`src/rtl/nwb_pkg.sv`:
```
// rtl/nwb_pkg.sv - FSM state encodings and saturation helpers for neuron_writeback
package nwb_pkg;

  localparam logic [1:0] ST_IDLE  = 2'd0;
  localparam logic [1:0] ST_RUN   = 2'd1;
  localparam logic [1:0] ST_DRAIN = 2'd2;
  localparam logic [1:0] ST_DONE  = 2'd3;

  localparam int NWB_DATA_W = 8;

  // Signed saturation limits of a data_w-bit two's-complement neuron value.
  function automatic int sat_max(input int data_w);
    return (1 << (data_w - 1)) - 1;
  endfunction

  function automatic int sat_min(input int data_w);
    return -(1 << (data_w - 1));
  endfunction

endpackage

```
`src/rtl/nwb_fifo.sv`:
```
// rtl/nwb_fifo.sv - registered DEPTH x W FIFO with full/empty flags, no bypass path
module nwb_fifo #(
  parameter int DEPTH = 4,
  parameter int W     = 8
) (
  input  logic         clk_i,
  input  logic         rst_ni,
  input  logic         push_i,
  input  logic [W-1:0] push_data_i,
  input  logic         pop_i,
  output logic [W-1:0] head_o,
  output logic         full_o,
  output logic         empty_o
);

  localparam int PW = $clog2(DEPTH);

  logic [PW:0]  wr_ptr_q, wr_ptr_d;
  logic [PW:0]  rd_ptr_q, rd_ptr_d;
  logic [W-1:0] mem_q [DEPTH];
  logic         do_push, do_pop;

  // Extra pointer bit distinguishes full from empty when indices match.
  assign empty_o = (wr_ptr_q == rd_ptr_q);
  assign full_o  = (wr_ptr_q[PW] != rd_ptr_q[PW]) &&
                   (wr_ptr_q[PW-1:0] == rd_ptr_q[PW-1:0]);
  assign do_push = push_i && !full_o;
  assign do_pop  = pop_i && !empty_o;
  assign head_o  = mem_q[rd_ptr_q[PW-1:0]];

  always_comb begin
    wr_ptr_d = wr_ptr_q;
    rd_ptr_d = rd_ptr_q;
    if (do_push) wr_ptr_d = wr_ptr_q + 1'b1;
    if (do_pop)  rd_ptr_d = rd_ptr_q + 1'b1;
  end

  always_ff @(posedge clk_i or negedge rst_ni) begin
    if (!rst_ni) begin
      wr_ptr_q <= '0;
      rd_ptr_q <= '0;
    end else begin
      wr_ptr_q <= wr_ptr_d;
      rd_ptr_q <= rd_ptr_d;
    end
  end

  always_ff @(posedge clk_i) begin
    if (do_push) mem_q[wr_ptr_q[PW-1:0]] <= push_data_i;
  end

endmodule

```
`src/rtl/neuron_writeback.sv`:
```
// rtl/neuron_writeback.sv - shift/saturate MAC sums and write them to neuron RAM at layer_base+idx
// Optional ReLU after clamping when NWB_RELU_EN is defined.
module neuron_writeback
  import nwb_pkg::*;
#(
  parameter int ACC_W  = 16,
  parameter int DATA_W = NWB_DATA_W,
  parameter int ADDR_W = 8,
  parameter int SHIFT  = 0,
  parameter int DEPTH  = 4
) (
  input  logic              clk,
  input  logic              reset,
  input  logic              layer_start,
  input  logic [ADDR_W-1:0] layer_base,
  input  logic [ADDR_W-1:0] Nk,
  input  logic              in_valid,
  input  logic [ACC_W-1:0]  in_data,
  output logic              in_ready,
  output logic              wr_en,
  output logic [ADDR_W-1:0] wr_addr,
  output logic [DATA_W-1:0] wr_data,
  input  logic              wr_ack,
  output logic              busy,
  output logic              layer_done
);

  localparam logic signed [ACC_W-1:0] SAT_HI = ACC_W'(sat_max(DATA_W));
  localparam logic signed [ACC_W-1:0] SAT_LO = ACC_W'(sat_min(DATA_W));

  logic [1:0]        state_q, state_d;
  logic [ADDR_W-1:0] base_q, base_d;
  logic [ADDR_W-1:0] nk_q, nk_d;
  logic [ADDR_W-1:0] acc_cnt_q, acc_cnt_d;
  logic [ADDR_W-1:0] wr_cnt_q, wr_cnt_d;

  logic              fifo_full, fifo_empty;
  logic [DATA_W-1:0] fifo_head;
  logic [DATA_W-1:0] conv;
  logic signed [ACC_W-1:0] shifted;
  logic              push, pop, writing;

  assign shifted = $signed(in_data) >>> SHIFT;

  always_comb begin
    conv = shifted[DATA_W-1:0];
    if (shifted > SAT_HI)      conv = {1'b0, {(DATA_W-1){1'b1}}};
    else if (shifted < SAT_LO) conv = {1'b1, {(DATA_W-1){1'b0}}};
`ifdef NWB_RELU_EN
    if (shifted[ACC_W-1])      conv = '0;
`endif
  end

  assign writing    = (state_q == ST_RUN) || (state_q == ST_DRAIN);
  assign in_ready   = (state_q == ST_RUN) && !fifo_full && (acc_cnt_q < nk_q);
  assign push       = in_valid && in_ready;
  assign wr_en      = writing && !fifo_empty;
  assign pop        = wr_en && wr_ack;
  assign wr_addr    = wr_en ? base_q + wr_cnt_q : '0;
  assign wr_data    = wr_en ? fifo_head : '0;
  assign busy       = (state_q != ST_IDLE);
  assign layer_done = (state_q == ST_DONE);

  always_comb begin
    state_d   = state_q;
    base_d    = base_q;
    nk_d      = nk_q;
    acc_cnt_d = push ? acc_cnt_q + 1'b1 : acc_cnt_q;
    wr_cnt_d  = pop ? wr_cnt_q + 1'b1 : wr_cnt_q;
    case (state_q)
      ST_IDLE: begin
        if (layer_start) begin
          base_d    = layer_base;
          nk_d      = Nk;
          acc_cnt_d = '0;
          wr_cnt_d  = '0;
          state_d   = (Nk == '0) ? ST_DONE : ST_RUN;
        end
      end
      ST_RUN, ST_DRAIN: begin
        // Completion takes priority: the last ack can land while still in RUN.
        if (pop && (wr_cnt_q + 1'b1 == nk_q))              state_d = ST_DONE;
        else if (state_q == ST_RUN && acc_cnt_q == nk_q)   state_d = ST_DRAIN;
      end
      ST_DONE: state_d = ST_IDLE;
      default: state_d = ST_IDLE;
    endcase
  end

  always_ff @(posedge clk or negedge reset) begin
    if (!reset) begin
      state_q   <= ST_IDLE;
      base_q    <= '0;
      nk_q      <= '0;
      acc_cnt_q <= '0;
      wr_cnt_q  <= '0;
    end else begin
      state_q   <= state_d;
      base_q    <= base_d;
      nk_q      <= nk_d;
      acc_cnt_q <= acc_cnt_d;
      wr_cnt_q  <= wr_cnt_d;
    end
  end

  nwb_fifo #(
    .DEPTH(DEPTH),
    .W    (DATA_W)
  ) u_fifo (
    .clk_i      (clk),
    .rst_ni     (reset),
    .push_i     (push),
    .push_data_i(conv),
    .pop_i      (pop),
    .head_o     (fifo_head),
    .full_o     (fifo_full),
    .empty_o    (fifo_empty)
  );

endmodule

```
`config.mk`:
```
export PLATFORM = sky130hd
export DESIGN_NAME = neuron_writeback
export DESIGN_NICKNAME = d
export VERILOG_FILES = /design/src/rtl/nwb_pkg.sv /design/src/rtl/nwb_fifo.sv /design/src/rtl/neuron_writeback.sv
export SDC_FILE = /design/constraint.sdc
export NUM_CORES = 1
export LEC_CHECK = 0
export CORE_ASPECT_RATIO = 2
export CORE_MARGIN = 2
export CORE_UTILIZATION = 59
export CTS_CLUSTER_SIZE = 40
export DETAILED_ROUTE_END_ITERATION = 7
export GPL_TIMING_DRIVEN = 1
export PLACE_DENSITY = 0.85
export SYNTH_ARGS = -nofsm -noshare
export SYNTH_HDL_FRONTEND = slang
export SYNTH_SLANG_ARGS = --single-unit
```
`constraint.sdc`:
```
create_clock -name clk -period 7.6 [get_ports clk]
set_clock_uncertainty 0.2 [all_clocks]
set_input_delay 1.52 -clock clk [delete_from_list [all_inputs] [get_ports clk]]
set_output_delay 1.52 -clock clk [all_outputs]
set_load 0.05 [all_outputs]
```
=== Word level (Yosys, flattened, before mapping) ===
Memories as Yosys holds them, arrays and structs flattened.
Index checks and enable logic that the tools add are counted.

* Reduce and logical (&&, ||, !) cells: 19
* Add/subtract/negate cells: 5
* Equal/unequal tests: 10
* Multiplexer cells: 17
* Order comparisons: 3

{| class="wikitable"
|+ Operator list
! operator !! number
|-
| $mux W8 || 10
|-
| $add A8 B1 Y8 const B || 2
|-
| $eq A8 B8 Y1 || 2
|-
| $gt A16 B8 Y1 const B || 1
|-
| $lt A16 B8 Y1 const B || 1
|-
| $logic_and A1 B1 Y1 || 10
|-
| $add A8 B8 Y8 || 1
|-
| $logic_not A8 Y1 || 1
|-
| $lt A8 B8 Y1 || 1
|-
| $mux W2 || 4
|-
| $add A3 B1 Y3 const B || 2
|-
| $pmux W2 S3 || 1
|-
| $eq A2 B2 Y1 const B || 2
|-
| $reduce_and A2 Y1 || 2
|-
| $eq A3 B3 Y1 || 1
|-
| $ne A3 B3 Y1 const B || 1
|-
| $eq A2 B1 Y1 const B || 1
|-
| $eq A2 B2 Y1 || 1
|-
| $logic_not A1 Y1 || 2
|-
| $logic_not A2 Y1 || 1
|-
| $mux W1 || 2
|-
| $ne A2 B2 Y1 const B || 1
|-
| $reduce_bool A2 Y1 || 1
|-
| $reduce_or A2 Y1 || 1
|-
| other kinds (2) || 2
|}

* Output and inout bits: 20
* Bits in writable memories: 32
* Input port bits: 37
* Logic and storage cells: 62
* Flip-flop bits (word level): 40
* Memories kept: 1

{| class="wikitable"
|+ Memories
! memory !! words !! width !! rd ports !! clocked after Yosys merged registers in !! write ports !! RTL line !! source
|-
| u_fifo.mem_q || 4 || 8 || 1 || 0 || 1 || nwb_fifo.sv:20 || <nowiki>logic [W-1:0] mem_q [DEPTH];</nowiki>
|}

=== Depth between registers and ports, before layout ===
Gate-level depths: netlist (run 1).

* Word-level depth: 9
* Gate-level depth with buffers: 9
* Gate-level depth less buffers: 8

=== Modules after synthesis ===
Synthesis (run 1) repeated with hierarchy kept, for this count alone.

* Cells, all modules: 399
* Area, all modules: 4,167.7 um2

{| class="wikitable"
|+ Modules (own cells, without submodules)
! module !! area each (um2) !! seq. area each (um2) !! cells an instance !! instances
|-
| neuron_writeback || 2,538.7 || 850.8 || 309 || 1
|-
| nwb_fifo || 1,629.1 || 1,111.1 || 90 || 1
|}

=== Worst setup path after synthesis (run 1) ===
OpenSTA, ideal clock, no wires.

* Path kind: register to output
* From: register wr_cnt_q[1]
* To: output port wr_addr[7]
* Buffers on the path: 0
* Cell stages (with the launch flop): 8
* Arrival: 2.494 ns
* Setup slack: 3.386 ns
* Data required time: 5.880 ns
* Cells stage by stage: dfrtp_1 > ha_1 > a21o_1 > a21oi_1 > o21bai_1 > a2111oi_0 > o21ai_0 > a21oi_1

* Word-level cells in the longest chain between the ends: 2

{| class="wikitable"
|+ RTL lines
! what !! RTL line !! source
|-
| from (decl) || neuron_writeback.sv:35 || <nowiki>logic [ADDR_W-1:0] wr_cnt_q, wr_cnt_d;</nowiki>
|-
| from (signal assigned) || neuron_writeback.sv:102 || <nowiki>wr_cnt_q <= wr_cnt_d;</nowiki>
|-
| $add A8 B8 Y8 || neuron_writeback.sv:59 || <nowiki>assign wr_addr = wr_en ? base_q + wr_cnt_q : '0;</nowiki>
|-
| $mux W8 || neuron_writeback.sv:59 ||
|-
| to (decl) || neuron_writeback.sv:21 || <nowiki>output logic [ADDR_W-1:0] wr_addr,</nowiki>
|}

No other way between the ends.

=== Worst setup path in the final report (run 1) ===
Ends and elaborated chain as after synthesis.

==> results of run 1 <==
==> cells by family after synthesis <==
family | Yosys count
and+or+nand+nor | 149
DFF | 72
AOI/OAI and AO/OA | 66
buffers and inverters | 30
adders and majority gates | 26
xor gates and xnor gates | 25
muxes | 12
==> where the power goes <==
group          switching (W)  total (W)  leakage (nW)  internal [W]
sequential         0.0000662   0.000500         0.757      0.000434
combinational       0.000322   0.000544          1.20      0.000222
clock               0.000162   0.000459         0.155      0.000297
total               0.000550    0.00150          2.11      0.000953
==> metrics by stage <==
stage | instances | cell area (µm²)
floorplan | 380 | 4090
global placement | 514 | 4690
detailed placement | 514 | 4690
CTS | 530 | 5030
global route | 530 | 5030
finish | 530 | 5030
==> flip-flops by register name, indices dropped and copies added, names as in the netlist <==
name,flops
state_q,2
u_fifo.wr_ptr_q,3
wr_cnt_q,8
base_q,8
u_fifo.rd_ptr_q,3
u_fifo.mem_q,32
nk_q,8
acc_cnt_q,8
==> Yosys cell counts, drive strengths merged (2+ instances only) <==
| library cell | n | area (µm²) |
|---|---|---|
| a2111oi | 2 | 17.5 |
| a21o | 3 | 22.5 |
| a21oi | 17 | 85.1 |
| a31oi | 3 | 25.0 |
| and2 | 12 | 75.1 |
| and3 | 5 | 31.3 |
| buf | 3 | 30.0 |
| clkbuf | 9 | 33.8 |
| dfrtp | 40 | 1000 |
| edfxtp | 32 | 961 |
| ha | 25 | 313 |
| inv | 18 | 67.6 |
| mux2i | 3 | 30.0 |
| mux4 | 8 | 210 |
| nand2 | 59 | 224 |
| nand2b | 5 | 31.3 |
| nand3 | 14 | 70.1 |
| nand4 | 5 | 31.3 |
| nor2 | 19 | 71.3 |
| nor2b | 5 | 31.3 |
| nor3 | 6 | 35.0 |
| nor4 | 5 | 31.3 |
| o211ai | 4 | 30.0 |
| o21a | 9 | 67.6 |
| o21ai | 17 | 85.1 |
| o21bai | 3 | 22.5 |
| o31ai | 3 | 22.5 |
| or2 | 2 | 12.5 |
| or3 | 4 | 25.0 |
| or4 | 3 | 22.5 |
| xnor2 | 15 | 154 |
| xor2 | 10 | 87.6 |
==> worst paths after layout <==
check | start | end | slack (ns) | cells after the start
setup / recovery | wr_cnt_q[1] | wr_addr[7] | 2.54 | 8
hold / removal | base_q[3] | base_q[3] | 0.29 | 2
setup reg to reg | nk_q[5] | u_fifo.mem_q[0][0] | 4.70 | 7
hold reg to reg | base_q[3] | base_q[3] | 0.29 | 2
max in group asynchronous | reset | base_q[4] | 5.52 | 1
min in group asynchronous | reset | u_fifo.rd_ptr_q[2] | 1.12 | 1
==> final cells by class <==
cell class / instances / share of cell area, %
Sequential cell: 72 / 39.0
Inverter: 18 / 1.34
Clock inverter: 6 / 1.84
Tap cell: 90 / 2.24
Timing Repair Buffer: 56 / 11.1
Clock buffer: 10 / 4.75
Multi-Input combinational cell: 278 / 39.7
==> layer usage <==
metal  wire length, µm  up-vias  track usage, %
met5                 0        -               0
met1              3370     1491            27.9
met4               179        0            10.4
li1                  -     1485               -
met3               387       18            4.89
met2              4950       93            45.5
==> worst max-delay path, stage by stage (launching register included) <==
cell and delay, ns:
sky130_fd_sc_hd__dfrtp_1 0.45, sky130_fd_sc_hd__ha_1 0.31, sky130_fd_sc_hd__a21o_1 0.18, sky130_fd_sc_hd__a21oi_1 0.26
sky130_fd_sc_hd__o21bai_1 0.12, sky130_fd_sc_hd__a2111oi_0 0.51, sky130_fd_sc_hd__o21ai_0 0.16, sky130_fd_sc_hd__a21oi_1 0.18
sky130_fd_sc_hd__clkdlybuf4s50_1 0.82
==> summary.md, run 1 <==
| Metric | Value |
|---|---|
| CTS tree | done |
| Synthesized net count | 443 |
| H-tree depth reported by CTS | 3 |
| Pin count of the biggest net entering global routing | 41 |
| Worst endpoint data arrival time | 3.34 ns |
| Clock slew at reported path FFs | 0.06 ns |
| # diodes | 0 |
| Initial antenna violation count | 0 |
| Final setup TNS | 0 ns |
| Number of synthesized flops with an enable pin | 32 |
| Fraction of final layout cells with drive strength greater than 1 | 6.82% |
| Floorplan die width | 62.9 µm |
| Least-Margin Pin Slew | 1.27 ns |
| Layout overhead on the synthesized area | 22.9% |
| Commonest non-fill, non-tap cells in the layout | sky130_fd_sc_hd__nand2_1 (58), sky130_fd_sc_hd__clkdlybuf4s50_1 (55), sky130_fd_sc_hd__dfrtp_1 (40), sky130_fd_sc_hd__edfxtp_1 (32), sky130_fd_sc_hd__ha_1 (25) |
| Remaining global-route overflow | 0 |
| Worst setup slack after placement | 2.96 ns |
| Initial core utilization | 59.9% |
| Parity-gate share of the synthesized area counting xor and xnor cells | 5.90% |
| Count of pins over their slew limit | 0 |
| Sink Count | 72 |
| Clock buffer depth | 2 |
| Core Box Area | 6830 µm² |
| Number of rows in the core area | 43 |
| Fmax achieved | 198 MHz |
| Worst slew margin relative to its limit | 15.4% |
| Total number of nets in the final design | 498 |
| Number of top-level pins | 57 |
| Area taken by multi-input logic gates | 2000 µm² |
| Multiplexer fraction of the synthesized cell area | 6.15% |
| Post-layout util | 73.6% |
| Final Routed Wirelength | 8880 µm |
| Buffer type at the clock tree root | sky130_fd_sc_hd__clkbuf_16 |
| Final RePlAce weighted congestion | 0.856 |
| Power per cell area | 299 nW/µm² |
| Maximum fanout along the worst path | 5 |
| Startpoint class of the critical path | flop |
| Worst Setup Slack, final | 2.54 ns |
| Minimum clock period after layout | 5.06 ns |
| Flip-flop and latch area | 1960 µm² |
| Clock buffer count from CTS | 9 |
| Area of the mapped netlist | 4090 µm² |
| Final cycle utilization of the critical path | 66.6% |
| Proportion of register bits with asynchronous set or reset after synthesis | 55.6% |
| Vias in the first global route | 3,087 |
| RSZ-0062 raised after global routing | false |
| Die Outline Area | 7660 µm² |
| Final hold violation count | 0 |
| Register bit total from synthesis | 72 |
| Peak supply drop | 0.174 mV |
| Via density per instance | 5.82 |
| Synthesis warning total | 0 |
| Post-cts repair resize count | 0 |
| Detailed-placement wirelength estimate | 6320 µm |
| Average cell area after synthesis | 10.8 µm² |
| Area share of and/or/nand/nor cells after synthesis | 18.1% |
| Router iterations before antenna repair | 5 |
| Skew-Pair Late Insertion Delay | 0.34 ns |
| All-layer global routing usage | 24.9% |
| Data required time of the worst path | 5.88 ns |
| Wire length of the first global-routing pass | 14,600 µm |
| Total via count in the routed design | 3,087 |
| Top_reg_cell synth | sky130_fd_sc_hd__dfrtp_1 |
| Category of the most critical setup path | reg2out |
| Die span in y | 122 µm |
| Remaining DRCs | 0 |
| # port buffers | 56 |
| Most common library cell in the layout ignoring fill and taps | sky130_fd_sc_hd__nand2_1 |
| P_leak | 2.11 nW |
| Class of the most critical hold timing path | reg2reg |
| DR WL/cell | 16.8 µm |
| Sequential fraction of the synthesis area | 48.0% |
| Post-synthesis compound-gate area fraction | 10.6% |
| Adder and majority cell fraction of the synthesized area | 8.14% |
| Post-layout total power | 0.00150 W |
| Element type at the critical path end | output pin |
| Postcts setup bufs | 0 |
| Gate count after technology mapping | 380 |
| Post-cts hold buffer count | 0 |
| Largest family of logic cells by synthesized area | simple AND/OR/NAND/NOR gates |
| Status | complete, no violations |
| Number of distinct standard cells referenced by the synthesized netlist | 51 |
| Final setup fails | 0 |
| Starting DRC count in detailed routing | 163 |
| Number of maximum-capacitance constraint violations | 0 |
| Worst hold slack | 0.294 ns |
| Routed Antenna Nets | 0 |
| Number of filler instances in the final layout | 469 |
Note: power is estimated with default switching activity, not from simulation.
==> run 2, diff against run 1 <==
- CORE_UTILIZATION: 59 -> 50
- PLACE_DENSITY: 0.85 -> 0.77
- clock period: 7.6 -> 4.26 ns (I/O delays scaled with it)
==> run 2 against run 1 <==
  * Routed wire length increased by 3.0%
  * Core utilization down 9.9 points
  * Sequential power rose by 71%
  * Critical path depth unchanged
  * First-iteration DRC count up 22%
  * Non-clock buffer count is 4 higher
  * Power up 80%
  * Global-route usage shrank 2.2 points
==> summary.md, run 2 (synthesized netlist as in run 1, its figures left out) <==
| Metric | Value |
|---|---|
| Clock slew at reported path FFs | 0.06 ns |
| Die Outline Area | 8960 µm² |
| Data required time of the worst path | 3.21 ns |
| Power share of the clock group | 29.8% |
| Initial antenna violation count | 0 |
| Detailed-placement wirelength estimate | 6850 µm |
| Clock buffer count from CTS | 9 |
| Postcts setup bufs | 0 |
| Final non-filler cell total | 540 |
| Sequential fraction of design power | 31.7% |
| Clock buffer depth | 2 |
| End of the worst register-to-register path | u_fifo.mem_q[3][0] |
| Maximum fanout along the worst path | 5 |
| Internal power | 0.00170 W |
| Total number of nets in the final design | 502 |
| Total via count in the routed design | 3,025 |
| Number of instances in the placed design | 524 |
| Status | complete, no violations |
| Worst Setup Slack, final | 0.237 ns |
| Combinational group share of total power | 38.4% |
| Internal reg-to-reg setup slack | 1.40 ns |
| Least-Margin Pin Slew | 0.962 ns |
| Peak supply drop | 0.317 mV |
| Startpoint class of the critical path | flop |
| DR WL/cell | 16.9 µm |
| Fraction of power spent switching nets | 36.9% |
| Minimum clock period after layout | 4.02 ns |
| Fmax achieved | 249 MHz |
| Remaining global-route overflow | 0 |
| Skew-Pair Late Insertion Delay | 0.34 ns |
| Buffer type at the clock tree root | sky130_fd_sc_hd__clkbuf_16 |
| Class of the most critical hold timing path | reg2reg |
| Sink Count | 72 |
| Number of maximum-capacitance constraint violations | 0 |
| Layout overhead on the synthesized area | 23.5% |
| # port buffers | 56 |
| Post-placement cell area | 4730 µm² |
| Remaining DRCs | 0 |
| Final hold violation count | 0 |
| Final setup fails | 0 |
| Fraction of final layout cells with drive strength greater than 1 | 7.21% |
| Via density per instance | 5.60 |
| Power per cell area | 534 nW/µm² |
| Final cycle utilization of the critical path | 94.4% |
| Count of pins over their slew limit | 0 |
| Switching power of the nets | 0.000997 W |
| RSZ-0062 raised after global routing | false |
| Number of top-level pins | 57 |
| Final Routed Wirelength | 9150 µm |
| Final RePlAce weighted congestion | 0.859 |
| Vias in the first global route | 3,117 |
| Worst Reg2Reg Path Length in Cells | 7 |
| Wire length of the first global-routing pass | 15,000 µm |
| H-tree depth reported by CTS | 3 |
| Pin count of the biggest net entering global routing | 41 |
| Worst hold slack | 0.288 ns |
| Most common library cell in the layout ignoring fill and taps | sky130_fd_sc_hd__nand2_1 |
| Worst slew margin relative to its limit | 35.8% |
| End point of the worst hold path | base_q[4] |
| Flip-flop count of the largest register after layout | 32 |
| Hold Startpoint | base_q[4] |
| Category of the most critical setup path | reg2out |
| Commonest non-fill, non-tap cells in the layout | sky130_fd_sc_hd__nand2_1 (58), sky130_fd_sc_hd__clkdlybuf4s50_1 (53), sky130_fd_sc_hd__dfrtp_1 (40), sky130_fd_sc_hd__edfxtp_1 (32), sky130_fd_sc_hd__ha_1 (25) |
| All-layer global routing usage | 22.7% |
| Core Box Area | 7940 µm² |
| Launch instance of the worst register-to-register path | nk_q[5] |
| CTS tree | done |
| Initial core utilization | 51.5% |
| Number of rows in the core area | 46 |
| Die span in y | 132 µm |
| Starting DRC count in detailed routing | 199 |
| P_leak | 2.15 nW |
| Routed Antenna Nets | 0 |
| Router iterations before antenna repair | 4 |
| Worst setup slack after placement | 0.334 ns |
| Post-cts hold buffer count | 0 |
| Area of all placed cells without fillers | 5050 µm² |
| Cells on Worst Hold Path | 2 |
| # diodes | 0 |
| Element type at the critical path end | output pin |
| Worst endpoint data arrival time | 2.97 ns |
| Final setup TNS | 0 ns |
| Floorplan die width | 68.0 µm |
==> run 2: critical path, cell delays in order (launching register included) <==
cell and delay, ns:
sky130_fd_sc_hd__dfrtp_1 0.44, sky130_fd_sc_hd__ha_1 0.30, sky130_fd_sc_hd__a21o_1 0.15, sky130_fd_sc_hd__a21oi_1 0.22, sky130_fd_sc_hd__o21bai_1 0.12, sky130_fd_sc_hd__a2111oi_0 0.52, sky130_fd_sc_hd__o21ai_0 0.18, sky130_fd_sc_hd__a21oi_1 0.16
sky130_fd_sc_hd__dlygate4sd2_1 0.54
==> run 2: stage by stage <==
stage	total power [W]	utilization [%]
after global routing	0.00281	63.6
after CTS	0.00272	63.6
final	0.00270	63.6
after floorplan	0.00157	-
after global placement	0.00189	59.6
after detailed placement	0.00191	59.6
==> run 2: final cells by class <==
class / count / area, µm²
flip-flops and latches: 72 / 1960
fillers: 669 / 2890
multi-input cells: 278 / 2000
clock inverters: 6 / 90.1
inverters: 18 / 67.6
repair buffers: 60 / 587
clock buffers: 10 / 229
well taps: 96 / 120
==> run 2: how the worst max path moves through the flow <==
| stage | start | endpoint | slack (ns) | cells after the start |
|---|---|---|---|---|
| floorplan | wr_cnt_q[1] | wr_addr[7] | 0.71 | 7 |
| global placement | wr_cnt_q[1] | wr_addr[7] | 0.40 | 8 |
| detailed placement | wr_cnt_q[1] | wr_addr[7] | 0.33 | 8 |
| CTS | wr_cnt_q[0] | wr_addr[6] | 0.1 | 9 |
| global route | wr_cnt_q[1] | wr_addr[7] | 0.06 | 8 |
| finish | wr_cnt_q[1] | wr_addr[7] | 0.24 | 8 |
==> run 2: repair_timing <==
item	4_1_cts	5_1_grt
setup endpoints to repair	1	1
resized for setup	1	1
hold endpoints to repair	0	0
==> run 2: power groups by stage <==
stage	combinational (W)	sequential, W	clock, W
after global routing	0.00110	0.000863	0.000847
after detailed placement	0.00104	0.000868	0
after floorplan	0.000732	0.000836	0
after global placement	0.00102	0.000863	0
final	0.00104	0.000856	0.000805
after CTS	0.00105	0.000855	0.000819
==> run 2: per-layer routing <==
metal  global-route usage (%)  up-vias  routed length (µm)
met5                        0        -                   0
met4                     9.00        0                 184
met3                     4.61       11                 258
met2                     41.9       52                5380
met1                     23.5     1479                3320
li1                         -     1483                   -
==> run 3, diff against run 2 <==
- CORE_MARGIN: 2 -> 5
==> run 3 against run 2 <==
  * Critical path depth is the same
  * Combinational power is essentially flat
  * Core utilization shrank 0.66 points
  * Largest power group unchanged
  * Maximum frequency grew 0.23%
  * Count of clock-buffer cells in the layout is the same
  * Register-to-register slack gained 0.04 ns
  * Via count grew 2.4%
  * Global-route usage shrank 2.9 points
==> summary.md, run 3 (synthesized netlist as in run 1, its figures left out) <==
| Metric | Value |
|---|---|
| H-tree depth reported by CTS | 3 |
| P_leak | 2.11 nW |
| Class of the most critical hold timing path | reg2reg |
| Number of maximum-capacitance constraint violations | 0 |
| Skew-Pair Late Insertion Delay | 0.34 ns |
| Fmax achieved | 249 MHz |
| Worst endpoint data arrival time | 2.96 ns |
| Category of the most critical setup path | reg2out |
| Starting DRC count in detailed routing | 168 |
| Number of rows in the core area | 46 |
| Worst slew margin relative to its limit | 36.9% |
| Count of pins over their slew limit | 0 |
| Cell family with the largest share of critical-path delay | compound AO/OA/AOI/OAI gates |
| Remaining DRCs | 0 |
| Combinational group share of total power | 39.4% |
| Fraction of power spent switching nets | 38.6% |
| Minimum clock period after layout | 4.01 ns |
| Buffers & Inverters on Critical Path | 1 |
| Hold Startpoint | base_q[0] |
| # port buffers | 56 |
| Switching power of the nets | 0.000993 W |
| Worst path cell trace | ha_1, a21o_1, a21oi_1, o21bai_1, a2111oi_1, o21ai_0, a21oi_1, dlygate4sd2_1 |
| Post-cts repair resize count | 1 |
| Flip-flop count of the largest register after layout | 32 |
| Status | complete, no violations |
| Final setup TNS | 0 ns |
| Element type at the critical path end | output pin |
| Peak supply drop | 0.507 mV |
| Startpoint class of the critical path | flop |
| DR WL/cell | 17.4 µm |
| Total number of nets in the final design | 501 |
| Initial antenna violation count | 0 |
| Least-Margin Pin Slew | 0.946 ns |
| Wire length of the first global-routing pass | 14,700 µm |
| Clock buffer count from CTS | 9 |
| Power per cell area | 514 nW/µm² |
| Postcts setup bufs | 0 |
| End of the worst register-to-register path | u_fifo.mem_q[3][1] |
| Post-layout total power | 0.00257 W |
| Layout overhead on the synthesized area | 22.2% |
| Via density per instance | 5.75 |
| Power share of the clock group | 26.9% |
| Sequential fraction of design power | 33.7% |
| Router iterations before antenna repair | 6 |
| Detailed-placement wirelength estimate | 7120 µm |
| CTS tree | done |
| Initial core utilization | 51.5% |
| Library cell contributing the largest single delay on the critical path | sky130_fd_sc_hd__dlygate4sd2_1 |
| Die Outline Area | 10,200 µm² |
| Data required time of the worst path | 3.21 ns |
| Final RePlAce weighted congestion | 0.872 |
| Final hold violation count | 0 |
| Floorplan die width | 74.0 µm |
| Launch instance of the worst register-to-register path | nk_q[5] |
| Final setup fails | 0 |
| All-layer global routing usage | 19.8% |
| Biggest cell delay along the critical path | 0.54 ns |
| Die span in y | 138 µm |
| Cells on Worst Hold Path | 2 |
| Clock slew at reported path FFs | 0.06 ns |
| Number of filler instances in the final layout | 647 |
| Pin count of the biggest net entering global routing | 41 |
| Commonest non-fill, non-tap cells in the layout | sky130_fd_sc_hd__nand2_1 (58), sky130_fd_sc_hd__clkdlybuf4s50_1 (53), sky130_fd_sc_hd__dfrtp_1 (40), sky130_fd_sc_hd__edfxtp_1 (32), sky130_fd_sc_hd__ha_1 (25) |
| Post-cts hold buffer count | 0 |
| Core Box Area | 7940 µm² |
| Routed Antenna Nets | 0 |
| Most common library cell in the layout ignoring fill and taps | sky130_fd_sc_hd__nand2_1 |
| Final cycle utilization of the critical path | 94.2% |
| Worst Reg2Reg Path Length in Cells | 7 |
| RSZ-0062 raised after global routing | false |
| Maximum fanout along the worst path | 5 |
| Remaining global-route overflow | 0 |
| # diodes | 0 |
| Buffer type at the clock tree root | sky130_fd_sc_hd__clkbuf_16 |
| Clock buffer depth | 2 |
| Sink Count | 72 |
| Fraction of final layout cells with drive strength greater than 1 | 7.00% |
| Final Routed Wirelength | 9380 µm |
| CP dominant cell by count | sky130_fd_sc_hd__a21oi_1 |
| Internal reg-to-reg setup slack | 1.44 ns |
| Number of top-level pins | 57 |
| Internal power | 0.00158 W |
| Total via count in the routed design | 3,099 |
| Vias in the first global route | 3,106 |
| End point of the worst hold path | base_q[0] |
[run 3: metal layers]
metal | vias up | GRT usage [%] | share of wire, % | wire length, µm
li1 | 1488 | - | - | -
met5 | - | 0 | 0 | 0
met4 | 0 | 9.38 | 3.0 | 278
met3 | 18 | 5.15 | 3.8 | 358
met1 | 1516 | 18.6 | 35 | 3280
met2 | 77 | 37.8 | 58 | 5460
[run 3: through the flow]
step	setup WS [ns]	util [%]	instance area, µm²	cells	hold WS [ns]
global route	0.0849	62.9	5000	539	0.341
floorplan	0.714	-	4090	380	0.252
detailed placement	0.245	59.5	4720	523	0.290
CTS	0.117	62.9	5000	539	0.303
finish	0.246	62.9	5000	539	0.302
global placement	0.399	59.5	4720	523	0.278
[run 3: layout make-up]
class / count / area (µm²) / area share [%]
clock buffers: 10 / 229 / 4.58
clock inverters: 6 / 43.8 / 0.876
inverters: 18 / 67.6 / 1.35
multi-input cells: 278 / 2000 / 40.0
flip-flops and latches: 72 / 1960 / 39.2
well taps: 96 / 120 / 2.40
repair buffers: 59 / 579 / 11.6
[run 3: worst max-delay path by stage]
stage,start,endpoint,depth (start not counted),slack (ns)
2_1_floorplan,wr_cnt_q[1],wr_addr[7],7,0.71
3_3_place_gp,wr_cnt_q[1],wr_addr[7],8,0.40
3_5_place_dp,wr_cnt_q[1],wr_addr[7],8,0.24
4_1_cts,wr_cnt_q[0],wr_addr[6],9,0.12
5_1_grt,base_q[1],wr_addr[7],8,0.08
6_report,wr_cnt_q[1],wr_addr[7],8,0.25
[run 3: worst min-delay path, delay by kind of cell (launching register included)]
family	cells	cell delay (ns)
flops	1	0.35
simple gates	2	0.12
[run 3: power by group through the flow]
stage | combinational [W] | clock [W] | sequential, W
2_1_floorplan | 0.000732 | 0 | 0.000836
3_3_place_gp | 0.00100 | 0 | 0.000875
3_5_place_dp | 0.00101 | 0 | 0.000881
4_1_cts | 0.00102 | 0.000706 | 0.000867
5_1_grt | 0.00108 | 0.000736 | 0.000877
6_report | 0.00101 | 0.000692 | 0.000866
